`src/rtl/mips_pkg.sv`:
```
// Shared fetch-stage definitions: FSM encoding, reset/bubble constants, PC helpers.
package mips_pkg;

  localparam logic [1:0] ST_IDLE  = 2'd0;
  localparam logic [1:0] ST_REQ   = 2'd1;
  localparam logic [1:0] ST_DRAIN = 2'd2;

  localparam logic [31:0] NOP_WORD_DEF = 32'h0000_0000;  // sll $0,$0,0
  localparam logic [31:0] RESET_PC_DEF = 32'h0000_0000;
  localparam logic [31:0] PC_STEP      = 32'd4;

  // One fetched instruction together with its address.
  typedef struct packed {
    logic        valid;
    logic [31:0] pc;
    logic [31:0] ins;
  } fetch_entry_t;

  // Word-align an address by clearing the byte offset.
  function automatic logic [31:0] align_pc(input logic [31:0] a);
    return a & ~32'h0000_0003;
  endfunction

endpackage

```
`src/rtl/fetch_skid.sv`:
```
// One-entry skid buffer holding a fetched {pc, ins} while RD is stalled.
module fetch_skid
  import mips_pkg::*;
(
  input  logic        clk,
  input  logic        reset,
  input  logic        load,
  input  logic        drain,
  input  logic        flush,
  input  logic [31:0] in_pc,
  input  logic [31:0] in_ins,
  output logic        valid,
  output logic [31:0] pc,
  output logic [31:0] ins
);

  fetch_entry_t ent;

  // Flush beats load beats drain; load with drain replaces the entry.
  always_ff @(posedge clk) begin
    if (reset || flush) begin
      ent <= '0;
    end else if (load) begin
      ent.valid <= 1'b1;
      ent.pc    <= in_pc;
      ent.ins   <= in_ins;
    end else if (drain) begin
      ent.valid <= 1'b0;
    end
  end

  assign valid = ent.valid;
  assign pc    = ent.pc;
  assign ins   = ent.ins;

endmodule

```
`src/rtl/fetch_unit.sv`:
```
// Instruction fetch: sequential PC generation, single-outstanding imem
// handshake, RD pipeline register with skid buffer and delay-slot redirects.
module fetch_unit
  import mips_pkg::*;
#(
  parameter logic [31:0] RESET_PC = RESET_PC_DEF,
  parameter logic [31:0] NOP_WORD = NOP_WORD_DEF
) (
  input  logic        clk,
  input  logic        reset,
  output logic        imem_req,
  output logic [31:0] imem_addr,
  input  logic        imem_ack,
  input  logic [31:0] imem_data,
  input  logic        Stall_RD,
  input  logic        Redirect_EX,
  input  logic [31:0] RedirectPC_EX,
  output logic [31:0] INS_RD,
  output logic [31:0] PC_RD,
  output logic        Valid_RD
);

  logic [1:0]  state, state_nxt;
  logic [31:0] fetch_pc;
  logic [31:0] drain_addr;   // address of the abandoned request while draining
  logic        comp;         // handshake completes this edge
  logic        good;         // completion whose data is kept
  logic        from_skid;    // RD takes the skid entry this edge
  logic        skid_load;
  logic        skid_nxt_valid;
  logic        skid_valid;
  logic [31:0] skid_pc, skid_ins;

  assign imem_req  = (state == ST_REQ) || (state == ST_DRAIN);
  assign imem_addr = (state == ST_DRAIN) ? drain_addr : fetch_pc;

  assign comp      = imem_req & imem_ack;
  assign good      = comp & (state == ST_REQ) & ~Redirect_EX;
  // A redirect kills the wrong-path skid entry, so it must not reach RD.
  assign from_skid = ~Stall_RD & skid_valid & ~Redirect_EX;
  // Kept word parks in skid when RD is frozen or RD is busy taking skid.
  assign skid_load = good & (Stall_RD | skid_valid);
  assign skid_nxt_valid = ~Redirect_EX & (skid_load | (skid_valid & ~from_skid));

  fetch_skid u_skid (
    .clk    (clk),
    .reset  (reset),
    .load   (skid_load),
    .drain  (from_skid),
    .flush  (Redirect_EX),
    .in_pc  (fetch_pc),
    .in_ins (imem_data),
    .valid  (skid_valid),
    .pc     (skid_pc),
    .ins    (skid_ins)
  );

  // Next-state: issue while skid has room, drain an abandoned request on redirect.
  always_comb begin
    state_nxt = state;
    case (state)
      ST_IDLE:  if (!skid_valid) state_nxt = ST_REQ;
      ST_REQ: begin
        if (comp)             state_nxt = (!Redirect_EX && skid_nxt_valid) ? ST_IDLE : ST_REQ;
        else if (Redirect_EX) state_nxt = ST_DRAIN;
      end
      ST_DRAIN: if (comp) state_nxt = ST_REQ;
      default:  state_nxt = ST_IDLE;
    endcase
  end

  // FSM, fetch PC (redirect beats increment) and drain address capture.
  always_ff @(posedge clk) begin
    if (reset) begin
      state      <= ST_IDLE;
      fetch_pc   <= RESET_PC;
      drain_addr <= RESET_PC;
    end else begin
      state <= state_nxt;
      if (Redirect_EX)  fetch_pc <= align_pc(RedirectPC_EX);
      else if (good)    fetch_pc <= fetch_pc + PC_STEP;
      if ((state == ST_REQ) && Redirect_EX && !comp) drain_addr <= fetch_pc;
    end
  end

  // RD register: skid first, then fresh word, else bubble; frozen on stall.
  always_ff @(posedge clk) begin
    if (reset) begin
      INS_RD   <= NOP_WORD;
      PC_RD    <= RESET_PC;
      Valid_RD <= 1'b0;
    end else if (!Stall_RD) begin
      if (from_skid) begin
        INS_RD   <= skid_ins;
        PC_RD    <= skid_pc;
        Valid_RD <= 1'b1;
      end else if (good) begin
        INS_RD   <= imem_data;
        PC_RD    <= fetch_pc;
        Valid_RD <= 1'b1;
      end else begin
        INS_RD   <= NOP_WORD;
        Valid_RD <= 1'b0;
      end
    end
  end

endmodule

```
`config.mk`:
```
export PLATFORM = sky130hd
export DESIGN_NAME = fetch_unit
export DESIGN_NICKNAME = d
export VERILOG_FILES = /design/src/rtl/mips_pkg.sv /design/src/rtl/fetch_skid.sv /design/src/rtl/fetch_unit.sv
export SDC_FILE = /design/constraint.sdc
export NUM_CORES = 1
export LEC_CHECK = 0
export CAP_MARGIN = 10
export CELL_PAD_IN_SITES_DETAIL_PLACEMENT = 1
export CELL_PAD_IN_SITES_GLOBAL_PLACEMENT = 2
export CORE_UTILIZATION = 27
export CTS_BUF_LIST = sky130_fd_sc_hd__clkbuf_16
export DETAILED_ROUTE_END_ITERATION = 10
export HOLD_SLACK_MARGIN = 0.15
export PLACE_DENSITY_LB_ADDON = 0.1
export REMOVE_ABC_BUFFERS = 1
export SLEW_MARGIN = 15
export SYNTH_ARGS = -nofsm -noshare
export SYNTH_HDL_FRONTEND = slang
export SYNTH_SLANG_ARGS = --single-unit
```
`constraint.sdc`:
```
create_clock -name clk -period 2 [get_ports clk]
set_input_delay 0.4 -clock clk [delete_from_list [all_inputs] [get_ports clk]]
set_output_delay 0.4 -clock clk [all_outputs]
set_load 0.01 [all_outputs]
```
* Yosys cells after proc, flatten, opt, wreduce, memory -nomap -nowiden *
Index checks and enable logic that the tools add are counted.

word-level totals
  register bits after elaboration = 196
  input bits = 69

operators by class
  add/sub/neg operators = 1
  eq/ne operators = 5
  multiplexer cells = 17
  bitwise gates (word level) = 13
  reductions and logical operators = 14

operators with widths
  kind                     number
  $mux W32                 7
  $add A32 B3 Y32 const B  1
  $and A1 B1 Y1            8
  $mux W2                  4
  $pmux W2 S3              1
  $reduce_bool A2 Y1       3
  $mux W1                  5
  $ne A2 B2 Y1 const B     2
  $logic_and A1 B1 Y1      3
  $ne A3 B3 Y1 const B     1
  $not A1 Y1               3
  $reduce_and A3 Y1        1
  $eq A2 B1 Y1 const B     1
  $eq A2 B2 Y1 const B     1
  $logic_not A1 Y1         2
  $logic_not A2 Y1         1
  $logic_or A1 B1 Y1       2
  $or A1 B1 Y1             2
  $reduce_and A2 Y1        1
  $reduce_or A2 Y1         1

* Logic depth before layout (Yosys ltp) *
  word-level depth = 12
  mapped depth = 8
  mapped depth without buffers = 7

* Cells and area by module *
Synthesis repeated with hierarchy kept, for this count alone.

second synthesis, totals
  cell total of the unflattened synthesis = 938
  area total of the unflattened synthesis = 8374.3 um^2

modules (own cells, without submodules)
  module      times used  cells each  area an instance (um^2)
  fetch_unit  1           727         6055.8
  fetch_skid  1           211         2318.5

* Least setup slack after synthesis *
Ideal clock, no wire load.

  kind = reg-to-reg
  from = register state[0]
  to = register fetch_pc[28]
  data arrival time = 1.890 ns
  data required time = 1.885 ns
  setup slack = -0.005 ns
  cell stages (with the launch flop) = 8
  period minus slack after synthesis = 2.005 ns
  cell sequence = dfxtp_1 -> inv_1 -> ha_1 -> nand4_1 -> nor3_2 -> nand4_1 -> xnor2_1 -> o21a_1

on the way
  word-level cells in the longest chain between the ends = 6

ends and longest elaborated chain
  element                                       RTL line          RTL
  start, declared                               fetch_unit.sv:23  logic [1:0] state, state_nxt;
  start signal, assigned                        fetch_unit.sv:79  state <= state_nxt;
  $eq A2 B1 Y1 or $eq A2 B2 Y1 (tied branches)  fetch_unit.sv:34  assign imem_req = (state == ST_REQ) || (state == ST_DRAIN);
  $logic_or A1 B1 Y1 *                          fetch_unit.sv:34
  via imem_req                                  fetch_unit.sv:11  output logic imem_req,
  $and A1 B1 Y1 *                               fetch_unit.sv:37  assign comp = imem_req & imem_ack;
  $and A1 B1 Y1 * (2 in series)                 fetch_unit.sv:38  assign good = comp & (state == ST_REQ) & ~Redirect_EX;
  $reduce_bool A2 Y1 (no source line) *         --
  end signal, assigned                          fetch_unit.sv:80  if (Redirect_EX) fetch_pc <= align_pc(RedirectPC_EX);
  end signal, assigned                          fetch_unit.sv:81  else if (good) fetch_pc <= fetch_pc + PC_STEP;
  end, declared                                 fetch_unit.sv:24  logic [31:0] fetch_pc;

Mark *: on every way through the listed nets, which the timed path passes. The rest lies on a longest branch.
A chain may end at the register's enable or synchronous reset.

* Final worst setup path *
  from = register state[0]
  to = output imem_addr[19]

on the way
  word-level cells in the longest chain between the ends = 2

ends and longest elaborated chain
  element        RTL line          RTL
  $eq A2 B2 Y1   fetch_unit.sv:35  assign imem_addr = (state == ST_DRAIN) ? drain_addr : fetch_pc;
  $mux W32       fetch_unit.sv:35
  end, declared  fetch_unit.sv:12  output logic [31:0] imem_addr,

Every way passes these cells.

==> impl_metrics.yaml <==
status:
  status: "finished, violations left"
  violations: "negative setup slack"
synthesis:
  synth_edf_count: 0
  ys.flop_type: "dfxtp_1"
  synth_top_area_share_pct: 45.97
  yosysMostFrequentCell: "nand2_1"
  synthCells: 989
  syn_area_mm2: 0.008188
  synth_common_cells: "203 x nand2_1, 188 x dfxtp_1, 148 x a21oi_1, 65 x clkbuf_1, 51 x nor2_1"
  yosysTopAreaCell: "dfxtp_1"
  avgSynthCellArea_um2: 8.279
  synth-seq-cells: 188
  ys_types: 38
  seq_area_frac_synth_pct: 45.97
  yosysWarnings: 0
  async_flop_share_pct: 0
  synthTopCellsByArea: "dfxtp_1 46%, nand2_1 9.3%, a21oi_1 9.0%, mux2i_1 4.8%, mux2_2 3.7%"
final_layout:
  fill_cells: 3351
  multi_input_area_mm2: 0.004357
  finalNonFillerCells: 1588
  num_antenna_cells: 0
  nets: 1259
  postLayoutCoreUtil_pct: 41.26
  drive_above_1_share_pct: 22.37
  area_delta_synth_final_pct: 49.74
  regArea_mm2: 0.003769
place:
  portBuffers: 160
  place_hpwl_mm: 18.05
  routabilityCongestion: 0.7221
  placedCellCount: 1534
  place_worst_setup_slack_ps: -304.9
global_route:
  grt_pass1_wl_mm: 43.83
  track_usage_pct: 18.45
  overflow: 0
  antenna_found_initial: 0
  grt_pass1_vias: 7539
  grt_max_degree: 93
detailed_routing:
  firstDrtPassIters: 4
  vias: 7527
  drc: 0
  via_per_inst: 4.740
  drt_iter0_drc: 293
  wl_per_cell_um: 18.32
  routed_wl_mm: 29.09
  drtAntennaViolNets: 0
sta:
  final-hold-violation-count: 0
  worst_pin_slew_ps: 554.9
  finalCritPeriodShare_pct: 109.2
  fmax_ghz: 0.4577
  finalWorstSetupSlack_ps: -184.7
  final.setup.tns_ps: -2656
  period_minus_slack_ps: 2185
  relSlewSlack_pct: 63.01
  finClkSkew_ps: 20.57
  setup_viol: 35
  grt_setup_unrepaired: "yes"
  slew_violations: 0
critical_path:
  end_kind: "output port"
  arrival_ps: 1780
  crit_path_max_fanout: 7
  worstPathRequired_ps: 1600
  critPathLaunchType: "flop"
  critPathSlowestCell: "dfxtp_2"
  crit_top_cell: "buf_6"
  worstSetupPathType: "flop to output port"
  cpPeakStageDelay_ps: 340
  crit_chain: "inv_2 > ha_4 > buf_6 > buf_12 > buf_6 > mux2_4 > buf_6"
pwr:
  p_sw_w: 0.003028
  internal-power_w: 0.006954
  vdd_drop_max_uv: 453.9
  leakagePower_nw: 4.425
  clock_power_share_pct: 36.0
  power_frac_seq_pct: 39.9
  power.density_mw_per_mm2: 814.1
  combPwrFrac_pct: 24.1
  p_sw_share_pct: 30.33
floorplanning:
  fp-row-count: 63
  start_util_pct: 27.55
  die_w_um: 176.1
  core_mm2: 0.02972
  ioPinCount: 167
  die_area_mm2: 0.03103
  die_y_um: 176.1
clock_network:
  cts_tree: "built"
  clk_latency_ps: 440
  cts_made_buffers: 17
  ctsRootBufferMaster: "clkbuf_16"
  path_clk_slew_ps: 70
  cts_buffer_depth: 2
  clock_sinks: 188
  postCtsHoldBufs: 0
  cts_max_level: 4
flow_run:
  drv_cap: 0
min_path:
  worst_hold_path_type: "primary input to flop"
layout make-up:
cell class,instances,share of cell area [%]
multi-input cells,683,35.53
inverters,24,0.7348
flip-flops and latches,188,30.74
repair buffers,271,23.96
clock inverters,15,1.582
well taps,390,3.980
clock buffers,17,3.470
per-stage QoR:
| step | hold WS [ps] | instance area, µm² | power, W |
|---|---|---|---|
| after CTS | 388.4 | 11800 | 0.009999 |
| after global placement | 438.3 | 10800 | 0.006037 |
| after detailed placement | 446.8 | 10800 | 0.006044 |
| after global routing | 412.7 | 12260 | 0.01043 |
| after floorplan | 426.8 | 7760 | 0.004814 |
| final | 397.5 | 12260 | 0.009981 |
cells in the final DEF, fill, tap and decap left out, drive strengths merged, types with 2 or more instances in the layout:
master / count
mux2: 27
a22oi: 33
inv: 30
nor2: 51
conb: 4
and2: 3
buf: 140
xor2: 8
dfxtp: 188
and4: 3
or3: 2
nand4: 13
xnor2: 20
nor4: 5
clkbuf: 21
and3: 4
or2: 2
o21ai: 5
mux2i: 39
o21a: 17
nand2: 203
nand3: 49
clkinv: 8
a211oi: 32
nor3: 6
ha: 5
clkdlybuf4s50: 127
a21oi: 148
power by group through the flow:
stage	Sequential [W]	Clock [W]	Combinational, W
2_1_floorplan	0.00407	0	0.000742
3_3_place_gp	0.00406	0	0.00198
3_5_place_dp	0.00406	0	0.00199
4_1_cts	0.00398	0.00369	0.00232
5_1_grt	0.00401	0.00384	0.00258
6_report	0.00399	0.00359	0.00241
cells by family after synthesis:
| logic type | count (synthesis) | share of synthesized area, % |
|---|---|---|
| adders and majority gates | 5 | 0.7641 |
| xor gates and xnor gates | 28 | 2.995 |
| DFF | 188 | 45.97 |
| AOI/OAI and AO/OA | 238 | 17.15 |
| muxes | 66 | 8.481 |
| other | 1 | 0.04580 |
| and+or+nand+nor | 342 | 18.14 |
| buffers and inverters | 121 | 6.464 |
metal layers:
layer / vias up / part of all wire (%) / track usage [%]
li1: 3758 / - / -
met2: 106 / 48 / 30.99
met4: 0 / 0.64 / 3.877
met5: - / 0 / 0
met1: 3654 / 49 / 24.99
met3: 9 / 2.4 / 2.562
state kept, by name (all words and copies together), names as in the netlist:
register / cells
u_skid.pc: 30
state: 2
u_skid.valid: 1
PC_RD: 30
Valid_RD: 1
drain_addr: 30
u_skid.ins: 32
INS_RD: 32
fetch_pc: 30
critical path, delay by kind of cell, from the launching register on:
kind       cells  cell delay, ps
buf+inv        5             550
flops          1             340
mux            1             310
fa+ha+maj      1             170
worst paths after layout:
| check | start | end | slack [ps] | cells after the start |
|---|---|---|---|---|
| max | state[0]$_SDFFE_PP0P_ | imem_addr[19] | -180 | 7 |
| min | Redirect_EX | fetch_pc[2]$_SDFFE_PP0P_ | 400 | 3 |
| max reg2reg | state[0]$_SDFFE_PP0P_ | fetch_pc[24]$_SDFFE_PP0P_ | -30 | 10 |
| min reg2reg | drain_addr[7]$_SDFFE_PP0P_ | drain_addr[7]$_SDFFE_PP0P_ | 460 | 2 |
what timing repair did:
| action | 4_1_cts | 5_1_grt |
|---|---|---|
| setup endpoints to repair | 100 | 92 |
| cloned | 5 | 3 |
| setup buffers | 10 | 9 |
| pin swaps | 7 | 58 |
| gates resized for setup | 200 | 80 |
No activity file was read; power rests on OpenSTA's default activity.
